[src/rtl/approx_adder_err_accum.sv]
// approx_adder_err_accum
// Streaming error-metric accumulator placed after an approximate W-bit adder.
// Each accepted sample carries both operands and the approximate sum. The block
// recomputes the exact sum and accumulates error count, sum of |error|, sum of
// error^2 and max |error| over a run of 2^L samples.
//
// Ports:
//   clk          rising-edge clock
//   rst          synchronous active-high reset
//   start        clears results and starts a run (only honoured in IDLE/DONE)
//   in_valid     sample present
//   in_ready     sample accepted this cycle when in_valid is also high
//   in_a, in_b   operands (W bits)
//   in_approx    approximate adder result (W+1 bits)
//   busy         run or pipeline drain in progress
//   done         results final, held until next start or rst
//   sample_cnt   samples accepted this run
//   err_count    samples with nonzero error
//   sum_abs_err  sum of |approx - exact|
//   sum_sq_err   sum of (approx - exact)^2
//   max_abs_err  largest |approx - exact| seen
module approx_adder_err_accum #(
  parameter int W = 8,
  parameter int L = 16
) (
  input  logic                   clk,
  input  logic                   rst,
  input  logic                   start,
  input  logic                   in_valid,
  output logic                   in_ready,
  input  logic [W-1:0]           in_a,
  input  logic [W-1:0]           in_b,
  input  logic [W:0]             in_approx,
  output logic                   busy,
  output logic                   done,
  output logic [L:0]             sample_cnt,
  output logic [L:0]             err_count,
  output logic [W+L:0]           sum_abs_err,
  output logic [2*(W+1)+L-1:0]   sum_sq_err,
  output logic [W:0]             max_abs_err
);

  typedef enum logic [1:0] {
    S_IDLE  = 2'd0,
    S_RUN   = 2'd1,
    S_DRAIN = 2'd2,
    S_DONE  = 2'd3
  } state_t;

  localparam int SA_W = W + 1 + L;
  localparam int SQ_W = 2 * (W + 1) + L;
  localparam int P_W  = 2 * (W + 1);

  localparam logic [L:0] RUN_LEN = {1'b1, {L{1'b0}}};
  localparam logic [L:0] CNT_ONE = {{L{1'b0}}, 1'b1};

  // |approx - exact| with the exact sum zero-extended to W+1 bits; the
  // difference is carried in W+2 bits so its sign bit is never lost.
  function automatic logic [W:0] abs_err_f(input logic [W-1:0] a,
                                           input logic [W-1:0] b,
                                           input logic [W:0]   approx);
    logic [W:0]   exact;
    logic [W+1:0] diff;
    logic [W+1:0] neg;
    exact = {1'b0, a} + {1'b0, b};
    diff  = {1'b0, approx} - {1'b0, exact};
    neg   = (~diff) + {{(W+1){1'b0}}, 1'b1};
    if (diff[W+1]) begin
      abs_err_f = neg[W:0];
    end else begin
      abs_err_f = diff[W:0];
    end
  endfunction

  state_t            state_q, state_d;
  logic              drain_q, drain_d;
  logic              in_ready_q, in_ready_d;
  logic              busy_q, busy_d;
  logic              done_q, done_d;
  logic [L:0]        sample_cnt_q, sample_cnt_d;
  logic [L:0]        err_count_q, err_count_d;
  logic [SA_W-1:0]   sum_abs_q, sum_abs_d;
  logic [SQ_W-1:0]   sum_sq_q, sum_sq_d;
  logic [W:0]        max_abs_q, max_abs_d;
  logic              s1_valid_q, s1_valid_d;
  logic [W:0]        s1_abs_q, s1_abs_d;
  logic              s1_err_q, s1_err_d;

  logic              accept_s;
  logic              clear_s;
  logic [W:0]        abs_err_s;
  logic [P_W-1:0]    sq_s;

  // in_ready_q mirrors state==RUN, so acceptance never looks at in_valid
  // combinationally through the ready path.
  assign accept_s  = in_valid && in_ready_q;
  assign abs_err_s = abs_err_f(in_a, in_b, in_approx);
  assign sq_s      = {{(W+1){1'b0}}, s1_abs_q} * {{(W+1){1'b0}}, s1_abs_q};

  // Next-state logic for the run controller.
  always_comb begin
    state_d = state_q;
    drain_d = drain_q;
    clear_s = 1'b0;
    case (state_q)
      S_IDLE: begin
        if (start) begin
          state_d = S_RUN;
          clear_s = 1'b1;
        end else begin
          state_d = S_IDLE;
        end
      end
      S_RUN: begin
        // Leave RUN on the accept that completes the run.
        if (accept_s && ((sample_cnt_q + CNT_ONE) == RUN_LEN)) begin
          state_d = S_DRAIN;
          drain_d = 1'b0;
        end else begin
          state_d = S_RUN;
        end
      end
      S_DRAIN: begin
        // Two cycles: one for the last stage-2 update, one to settle.
        if (drain_q) begin
          state_d = S_DONE;
          drain_d = 1'b0;
        end else begin
          drain_d = 1'b1;
        end
      end
      S_DONE: begin
        if (start) begin
          state_d = S_RUN;
          clear_s = 1'b1;
        end else begin
          state_d = S_DONE;
        end
      end
      default: begin
        state_d = S_IDLE;
        drain_d = 1'b0;
      end
    endcase
  end

  // Stage 1, stage 2 accumulators and registered status outputs.
  always_comb begin
    in_ready_d   = (state_d == S_RUN);
    busy_d       = (state_d == S_RUN) || (state_d == S_DRAIN);
    done_d       = (state_d == S_DONE);

    s1_valid_d   = accept_s;
    if (accept_s) begin
      s1_abs_d = abs_err_s;
      s1_err_d = (abs_err_s != {(W+1){1'b0}});
    end else begin
      s1_abs_d = {(W+1){1'b0}};
      s1_err_d = 1'b0;
    end

    sample_cnt_d = sample_cnt_q;
    err_count_d  = err_count_q;
    sum_abs_d    = sum_abs_q;
    sum_sq_d     = sum_sq_q;
    max_abs_d    = max_abs_q;

    if (clear_s) begin
      sample_cnt_d = {(L+1){1'b0}};
      err_count_d  = {(L+1){1'b0}};
      sum_abs_d    = {SA_W{1'b0}};
      sum_sq_d     = {SQ_W{1'b0}};
      max_abs_d    = {(W+1){1'b0}};
    end else begin
      if (accept_s) begin
        sample_cnt_d = sample_cnt_q + CNT_ONE;
      end else begin
        sample_cnt_d = sample_cnt_q;
      end
      if (s1_valid_q) begin
        if (s1_err_q) begin
          err_count_d = err_count_q + CNT_ONE;
        end else begin
          err_count_d = err_count_q;
        end
        sum_abs_d = sum_abs_q + {{L{1'b0}}, s1_abs_q};
        sum_sq_d  = sum_sq_q + {{L{1'b0}}, sq_s};
        if (s1_abs_q > max_abs_q) begin
          max_abs_d = s1_abs_q;
        end else begin
          max_abs_d = max_abs_q;
        end
      end else begin
        err_count_d = err_count_q;
      end
    end
  end

  // State and datapath registers with synchronous reset.
  always_ff @(posedge clk) begin
    if (rst) begin
      state_q      <= S_IDLE;
      drain_q      <= 1'b0;
      in_ready_q   <= 1'b0;
      busy_q       <= 1'b0;
      done_q       <= 1'b0;
      sample_cnt_q <= {(L+1){1'b0}};
      err_count_q  <= {(L+1){1'b0}};
      sum_abs_q    <= {SA_W{1'b0}};
      sum_sq_q     <= {SQ_W{1'b0}};
      max_abs_q    <= {(W+1){1'b0}};
      s1_valid_q   <= 1'b0;
      s1_abs_q     <= {(W+1){1'b0}};
      s1_err_q     <= 1'b0;
    end else begin
      state_q      <= state_d;
      drain_q      <= drain_d;
      in_ready_q   <= in_ready_d;
      busy_q       <= busy_d;
      done_q       <= done_d;
      sample_cnt_q <= sample_cnt_d;
      err_count_q  <= err_count_d;
      sum_abs_q    <= sum_abs_d;
      sum_sq_q     <= sum_sq_d;
      max_abs_q    <= max_abs_d;
      s1_valid_q   <= s1_valid_d;
      s1_abs_q     <= s1_abs_d;
      s1_err_q     <= s1_err_d;
    end
  end

  assign in_ready    = in_ready_q;
  assign busy        = busy_q;
  assign done        = done_q;
  assign sample_cnt  = sample_cnt_q;
  assign err_count   = err_count_q;
  assign sum_abs_err = sum_abs_q;
  assign sum_sq_err  = sum_sq_q;
  assign max_abs_err = max_abs_q;

endmodule
[config.mk]
export PLATFORM = sky130hd
export DESIGN_NAME = approx_adder_err_accum
export DESIGN_NICKNAME = d
export VERILOG_FILES = /design/src/rtl/approx_adder_err_accum.sv
export SDC_FILE = /design/constraint.sdc
export NUM_CORES = 1
export LEC_CHECK = 0
export CAP_MARGIN = 20
export CORE_ASPECT_RATIO = 1.4
export CORE_MARGIN = 4
export CORE_UTILIZATION = 40
export CTS_BUF_LIST = sky130_fd_sc_hd__clkbuf_8
export CTS_CLUSTER_DIAMETER = 50
export CTS_CLUSTER_SIZE = 24
export DETAILED_ROUTE_END_ITERATION = 16
export DONT_BUFFER_PORTS = 1
export GPL_ROUTABILITY_DRIVEN = 0
export SLEW_MARGIN = 20
export SYNTH_ARGS = -nofsm -noshare
export SYNTH_HDL_FRONTEND = slang
export SYNTH_SLANG_ARGS = --single-unit
[constraint.sdc]
create_clock -name clk -period 12.19 [get_ports clk]
set_input_delay 1.8285 -clock clk [delete_from_list [all_inputs] [get_ports clk]]
set_output_delay 1.8285 -clock clk [all_outputs]
set_load 0.01 [all_outputs]
==> results of run 1 <==
[worst max-delay path, delay by kind of cell (launching register included)]
family                     cells  cell delay, ps
buffers and inverters          5             450
and+or+nand+nor                2             270
DFF                            1             530
xor gates and xnor gates       1             190
adders and majority gates      6            2910
AOI/OAI and AO/OA              5            1760
[final cells by class]
| type | instances | area (um^2) |
|---|---|---|
| fillers | 2371 | 12800 |
| multi-input cells | 780 | 6110 |
| flip-flops and latches | 119 | 2380 |
| inverters | 149 | 559 |
| well taps | 301 | 377 |
| clock buffers | 20 | 275 |
| clock inverters | 11 | 83.8 |
| repair buffers | 3 | 42.5 |
[sequential cells by signal (all words and copies together), names as in the netlist, 2 cells and up]
signal / cells
s1_abs_q: 9
sum_abs_err: 25
state_q: 2
sum_sq_err: 34
sample_cnt: 17
max_abs_err: 9
err_count: 17
[metrics by stage]
step	setup slack [ps]	instance area, um^2
6_report	5940	9830
5_1_grt	5500	9830
4_1_cts	5910	9800
3_5_place_dp	5920	9440
3_3_place_gp	6030	9440
2_1_floorplan	6490	9190
[path summary, 6_finish.rpt]
kind                                       end  slack (ps)
worst max-delay path            sum_sq_err[22]        5940
worst min-delay path                   drain_q         500
worst max register to register  sum_sq_err[22]        5940
worst min register to register         drain_q         500
[layout by cell type (no fill, tap or decap), types with 5 or more instances in the layout]
cell type	synthesis	layout
sky130_fd_sc_hd__inv_1	149	151
sky130_fd_sc_hd__o21a_1	5	5
sky130_fd_sc_hd__o21ai_0	29	29
sky130_fd_sc_hd__xor2_1	46	46
sky130_fd_sc_hd__a21oi_1	57	57
sky130_fd_sc_hd__nand2_1	46	46
sky130_fd_sc_hd__nand3_1	31	31
sky130_fd_sc_hd__and3_1	18	18
sky130_fd_sc_hd__ha_1	85	85
sky130_fd_sc_hd__clkinv_2	0	6
sky130_fd_sc_hd__or3_1	7	7
sky130_fd_sc_hd__nor3_1	19	19
sky130_fd_sc_hd__fa_1	54	54
sky130_fd_sc_hd__nand2b_1	6	6
sky130_fd_sc_hd__and2_1	24	24
sky130_fd_sc_hd__nor2b_1	11	11
sky130_fd_sc_hd__clkbuf_8	0	20
sky130_fd_sc_hd__dfxtp_1	119	118
sky130_fd_sc_hd__mux2i_1	30	30
sky130_fd_sc_hd__nand4_1	15	15
sky130_fd_sc_hd__a21o_1	13	12
sky130_fd_sc_hd__and4_1	6	6
sky130_fd_sc_hd__o211ai_1	13	13
sky130_fd_sc_hd__xnor2_1	48	48
sky130_fd_sc_hd__a31oi_1	8	8
sky130_fd_sc_hd__nor2_1	142	142
[power by group through the flow]
stage	Clock, mW	Sequential [mW]	Combinational, mW
6_report	0.337	0.401	0.162
5_1_grt	0.367	0.402	0.185
4_1_cts	0.350	0.401	0.162
3_5_place_dp	0	0.410	0.162
3_3_place_gp	0	0.410	0.161
2_1_floorplan	0	0.405	0.135
[layer usage]
metal  up-vias  wire length [um]  part of all wire
met3        49              1450             0.068
li1       3578                 -                 -
met1      3367              8430              0.39
met2       131             10700              0.50
met5         -                 0                 0
met4         0               761             0.036
[kinds of logic after synthesis]
group | Yosys count
adder cells (fa/ha/maj) | 139
XOR/XNOR | 94
AND/OR/NAND/NOR | 341
flip-flops | 119
AO/OA/AOI/OAI | 176
buffers and inverters | 188
multiplexers | 30
==> impl_results.rst, run 1 <==
.. list-table::
   :header-rows: 1

   * - Metric
     - Value
   * - Outcome
     - finished, final reports clean
   * - Floorplan die height
     - ~190 um
   * - Startpoint type of the worst setup path
     - flip-flop
   * - Fin nets
     - 1,238
   * - Maximum fanout count along the critical path
     - 12
   * - Setup-violating endpoint count in the final report
     - 0
   * - Design internal power
     - approximately 0.63 mW
   * - Starting density of the core
     - 0.407
   * - Crit path capture type
     - flip-flop
   * - Proportion of synthesized chip area in sequential cells
     - 0.259
   * - Hold slack
     - approximately 500 ps
   * - Final Skew
     - around 18 ps
   * - Simple-gate portion of the synthesized area
     - 0.180
   * - GRT busiest layer
     - met2
   * - Count of flip-flops with a built-in enable after synthesis
     - 0
   * - Number of antenna violations at the first check in global routing
     - 0
   * - Area grow syn2layout
     - 6.93%
   * - Die extent in x
     - between 100 and 150 um
   * - Floorplan Core Area
     - about 0.023 mm^2
   * - Global-route track usage on met2
     - 0.299
   * - Residual DRC
     - 0
   * - Post-Synthesis Mean Instance Area
     - 8.46 um^2
   * - Top-level port count
     - between 100 and 150
   * - Met1 usage
     - 0.192
   * - Part of the cycle the worst path needs
     - 0.513
   * - Data arrival at the endpoint of the critical path
     - between 6000 and 7000 ps
   * - Critical path data required time
     - 12,520 ps
   * - Distinct cell type count after synthesis
     - 64
   * - Number of max-slew violations in the final report
     - 0
   * - Synthesized net count
     - about 1,300
   * - Final hold viol count
     - 0
   * - Reg-to-Reg Start
     - s1_abs_q[6]
   * - Power density relative to cell area
     - 91.6 mW/mm^2
   * - Fraction of synthesized area in multiplexers
     - 0.0327
   * - Count of antenna-violating nets left after detailed routing
     - 0
   * - Switching power total
     - between 0.2 and 0.3 mW
   * - Fraction of synthesis flops using an asynchronous set or reset pin
     - 0
   * - Setup fix buffers added after clock tree synthesis
     - 0
   * - Pin count of the biggest net entering global routing
     - just over 100
   * - RSZ-0062 raised after global routing
     - false
   * - Utilization of the core after routing
     - 0.435
   * - Flops & latches, synth
     - between 100 and 150
   * - Num CTS Buffers
     - 17
   * - Warnings from Yosys
     - 0
   * - GRT Residual Overflow
     - 0
   * - Maximum root-to-sink buffer count
     - 2
   * - Max-capacitance violation count
     - 0
   * - Post-layout minimum cycle time
     - between 6000 and 7000 ps
   * - Critical Path Slowest Stage Cell
     - sky130_fd_sc_hd__a2111oi_2
   * - Number of detailed-routing iterations run before antenna repair
     - 4
   * - Area of the mapped netlist
     - 0.00919 mm^2
   * - Largest area contributor in the netlist
     - sky130_fd_sc_hd__dfxtp_1
   * - Final cell count without fillers
     - roughly 1,400
   * - Post-Place Cells
     - around 1,400
   * - Vias after detailed routing
     - just over 7,000
   * - Clk pwr share
     - 0.374
   * - Total Routing Usage GR
     - 0.175
   * - First-iteration detailed-routing DRC count
     - about 210
   * - Setup Total Neg Slack
     - 0 ps
   * - Cells on worst reg2reg path
     - 19
   * - Post-cts resize count
     - 0
   * - Combinational Power Share
     - 0.180
   * - Critical path cell sequence
     - inv_1, nor2_1, inv_1, fa_1, inv_1, fa_1, inv_1, fa_1, inv_1, fa_1, fa_1, ha_1, a2111oi_0, o21ai_1, a2111oi_2, o21ai_1, o2111ai_1, xor2_1, nor2_1
   * - Compound-cell area share of the yosys netlist
     - 0.127
   * - CP peak stage delay
     - 690 ps
   * - Vias in the first global route
     - 7,270
   * - Number of antenna cells inserted
     - 0
   * - Num Clock Sinks
     - roughly 120
   * - Cell depth of the worst min-delay path
     - 2
   * - Worst slew margin relative to its limit
     - 0.414
   * - Power consumption
     - roughly 0.90 mW
   * - Top cells by count, synth
     - 149 x sky130_fd_sc_hd__inv_1, 142 x sky130_fd_sc_hd__nor2_1, 119 x sky130_fd_sc_hd__dfxtp_1
   * - Overall routed net length
     - between 20,000 and 25,000 um
   * - Launch point of the worst hold path
     - drain_q
   * - Number of buffers inserted by port buffering
     - 0
   * - Type of the worst setup path
     - flip-flop to flip-flop
   * - Clock latency reported for the late side of the worst-skew pair
     - 460 ps
   * - Max Fclk
     - 0.160 GHz
   * - Via density
     - around 5.2
   * - DIE AREA
     - around 0.026 mm^2
   * - Static power due to leakage
     - 4.28 nW
   * - Cell chosen for the clock root
     - sky130_fd_sc_hd__clkbuf_8
   * - Clock slew at reported path FFs
     - 80 ps
   * - Fraction of the mapped netlist area in adder cells
     - 0.233
   * - Flip-flop cell with the highest count after synthesis
     - sky130_fd_sc_hd__dfxtp_1
   * - Timing startpoint of the critical path
     - s1_abs_q[6]
   * - Average detailed-routed wire length per instance
     - around 15 um
   * - Dominant combinational cell family by area after synthesis
     - adder cells
   * - Share of Yosys cell area claimed by the top area cell type
     - 0.259
   * - CTS tree
     - done
   * - Hold buffer count at cts
     - 0
   * - Number of cells produced by synthesis
     - around 1,100
   * - Hold/Removal Path Class
     - flip-flop to flip-flop
   * - Share of layout cells above drive strength 1
     - 0.0471
   * - Depth of the CTS H-tree
     - 4
   * - Sequential group share of total power
     - 0.446
   * - Total half-perimeter wirelength after legalization and detailed placement
     - 16,300 um
   * - Main area contributors after synthesis
     - sky130_fd_sc_hd__dfxtp_1 26%, sky130_fd_sc_hd__fa_1 12%, sky130_fd_sc_hd__ha_1 12%
   * - Worst vdd ir
     - 68.5 uV
   * - Switching part of the total power
     - 0.300
   * - Parity-gate share of the synthesized area counting xor and xnor cells
     - 0.0895
   * - Number of placement rows
     - 65
   * - Global-route met3 utilization
     - 0.0592
   * - Most common cell in the synthesized netlist
     - sky130_fd_sc_hd__inv_1
   * - First-pass GRT wire length
     - 35,900 um
   * - Tightest Pin Transition
     - a little under 900 ps
Power figures use the tool's default switching activity.
==> inputs of run 2 (changes only) <==
- clock period: 12.19 -> 5.85 ns (I/O delays scaled with it)
==> impl_results.rst, run 2 (synthesized netlist as in run 1, its figures left out) <==
.. list-table::
   :header-rows: 1

   * - Metric
     - Value
   * - Crit path capture type
     - flip-flop
   * - Final hold viol count
     - 0 (unchanged)
   * - Maximum fanout count along the critical path
     - 8 (-4)
   * - Type of the worst setup path
     - flip-flop to flip-flop
   * - CTS tree
     - done
   * - Number of placement rows
     - 65 (unchanged)
   * - Switching part of the total power
     - 0.275 (-0.0247)
   * - Flip-flop count of the largest register after layout
     - 34 (unchanged)
   * - Critical path cell sequence
     - inv_1, nor2_2, inv_1, fa_1, inv_1, fa_1, inv_1, fa_1, inv_1, fa_1, fa_1, ha_1, and3_1, a221o_1, a21oi_1, nand3b_1, a31o_2, a21oi_4, or3_1, a21oi_1
   * - Part of the cycle the worst path needs
     - 0.950 (+0.437)
   * - CP peak stage delay
     - 590 ps (-100 ps)
   * - Floorplan die height
     - 187 um (unchanged)
   * - Utilization of the core after routing
     - 0.445 (+0.0101)
   * - Share of layout cells above drive strength 1
     - 0.0630 (+0.0158)
   * - Power consumption
     - 2.04 mW (+130%)
   * - Combinational Power Share
     - 0.175 (-0.005)
   * - Tightest Pin Transition
     - 908 ps (+34.9 ps)
   * - Final Skew
     - 14.6 ps (-3.55 ps)
   * - Overall routed net length
     - 21,200 um (-0.63%)
   * - Count of antenna-violating nets left after detailed routing
     - 0 (unchanged)
   * - Sequential group share of total power
     - 0.405 (-0.041)
   * - Clk pwr share
     - 0.419 (+0.045)
   * - Most common library cell in the layout ignoring fill and taps
     - sky130_fd_sc_hd__inv_1
   * - Number of detailed-routing iterations run before antenna repair
     - 7 (+3)
   * - Via density
     - 5.17 (+0.30%)
   * - Post-layout minimum cycle time
     - 5560 ps (-694 ps)
   * - Outcome
     - finished, final reports clean
   * - Commonest cells after routing, fill and taps aside
     - 152 x sky130_fd_sc_hd__inv_1, 141 x sky130_fd_sc_hd__nor2_1, 117 x sky130_fd_sc_hd__dfxtp_1
   * - GRT Residual Overflow
     - 0 (unchanged)
   * - Critical path's top delay family
     - adder cells
   * - Critical Path Slowest Stage Cell
     - sky130_fd_sc_hd__fa_1
   * - Hold/Removal Path Class
     - input port to flip-flop
   * - Startpoint type of the worst setup path
     - flip-flop
   * - First-pass GRT wire length
     - 35,100 um (-2.2%)
   * - Setup-violating endpoint count in the final report
     - 0 (unchanged)
   * - Number of antenna violations at the first check in global routing
     - 0 (unchanged)
   * - Maximum root-to-sink buffer count
     - 2 (unchanged)
   * - DIE AREA
     - 0.0255 mm^2 (unchanged)
   * - Area grow syn2layout
     - 9.42%
   * - Max Fclk
     - 0.180 GHz (+12%)
   * - Depth of the CTS H-tree
     - 4 (unchanged)
   * - Starting density of the core
     - 0.407 (unchanged)
   * - Average detailed-routed wire length per instance
     - 15.2 um (-1.6%)
   * - DP Area
     - 0.00954 mm^2 (+1.0%)
   * - Fin nets
     - 1,252 (+1.1%)
   * - Number of antenna cells inserted
     - 0 (unchanged)
   * - Finished Cell Area
     - 0.0101 mm^2 (+2.3%)
   * - Number of max-slew violations in the final report
     - 0 (unchanged)
   * - First-iteration detailed-routing DRC count
     - 299 (+40%)
   * - Total Routing Usage GR
     - 0.170 (-0.00410)
   * - Worst slew margin relative to its limit
     - 0.391 (-0.0234)
   * - Static power due to leakage
     - 4.40 nW (+2.8%)
   * - Design internal power
     - 1.48 mW (+130%)
   * - Floorplan Core Area
     - 0.0226 mm^2 (unchanged)
   * - Pin count of the biggest net entering global routing
     - 101 (unchanged)
   * - Number of filler cells placed in the layout
     - 2,331 (-1.7%)
   * - Vias after detailed routing
     - 7,219 (+1.3%)
   * - Worst vdd ir
     - 166 uV (+140%)
   * - Max-capacitance violation count
     - 0 (unchanged)
   * - Number of buffers inserted by port buffering
     - 0 (unchanged)
   * - Hold buffer count at cts
     - 0 (unchanged)
   * - Vias in the first global route
     - 7,032 (-3.3%)
   * - Num Clock Sinks
     - 119 (unchanged)
   * - Die extent in x
     - 136 um (unchanged)
   * - Clock slew at reported path FFs
     - 70 ps (about the same)
   * - Total half-perimeter wirelength after legalization and detailed placement
     - 16,300 um (about the same)
   * - Data arrival at the endpoint of the critical path
     - 5870 ps (-710 ps)
   * - Critical path data required time
     - 6160 ps (-6360 ps)
   * - Cell chosen for the clock root
     - sky130_fd_sc_hd__clkbuf_8
   * - Top-level port count
     - 134 (unchanged)
   * - Num CTS Buffers
     - 17 (unchanged)
   * - Residual DRC
     - 0 (unchanged)
   * - Power density relative to cell area
     - 203 mW/mm^2 (+120%)
   * - Switching power total
     - 0.562 mW (+110%)
   * - Clock latency reported for the late side of the worst-skew pair
     - 450 ps (about the same)
   * - Buf/Inv on CP
     - 5 (unchanged)
## run 2: power groups by stage
| stage | clock network, mW | registers [mW] | logic [mW] |
|---|---|---|---|
| 3_3_place_gp | 0 | 0.846 | 0.353 |
| 6_report | 0.857 | 0.828 | 0.358 |
| 4_1_cts | 0.887 | 0.828 | 0.358 |
| 3_5_place_dp | 0 | 0.847 | 0.356 |
| 5_1_grt | 0.923 | 0.829 | 0.409 |
| 2_1_floorplan | 0 | 0.844 | 0.282 |
## run 2: layout make-up
type                            count  area [um^2]  area share
Inverter                          149          559      0.0556
Clock inverter                     12          184      0.0183
Clock buffer                       19          262      0.0260
Multi-Input combinational cell    780         6150       0.611
Sequential cell                   119         2380       0.237
Tap cell                          301          377      0.0374
Timing Repair Buffer               17          148      0.0147
## run 2: path summary, 6_finish.rpt
| path | start | to | slack, ps | cells past startpoint |
|---|---|---|---|---|
| min | rst | busy | 490 | 1 |
| max reg2reg | s1_abs_q[1] | sum_sq_err[23] | 290 | 20 |
| min reg2reg | drain_q | drain_q | 500 | 2 |
| max | s1_abs_q[1] | sum_sq_err[23] | 290 | 20 |
## run 2: what timing repair did
action | 4_1_cts | 5_1_grt
setup endpoints to repair | 0 | 19
setup buffers | 0 | 1
gates resized for setup | 0 | 8
## run 2: per-stage QoR
stage,setup slack [ps],instances,setup TNS [ps],hold slack [ps]
after floorplan,152,1087,0,466
after global placement,106,1364,0,486
after detailed placement,11.5,1364,0,484
after CTS,0.346,1395,0,444
after global routing,-0.476,1397,-0.476,447
final,291,1397,0,492
## run 2: metal layers
layer / vias up / wire (um) / GRT usage
li1: 3607 / - / -
met1: 3442 / 8570 / 0.192
met2: 142 / 10800 / 0.294
met3: 28 / 1330 / 0.0595
met4: 0 / 480 / 0.0617
met5: - / 0 / 0
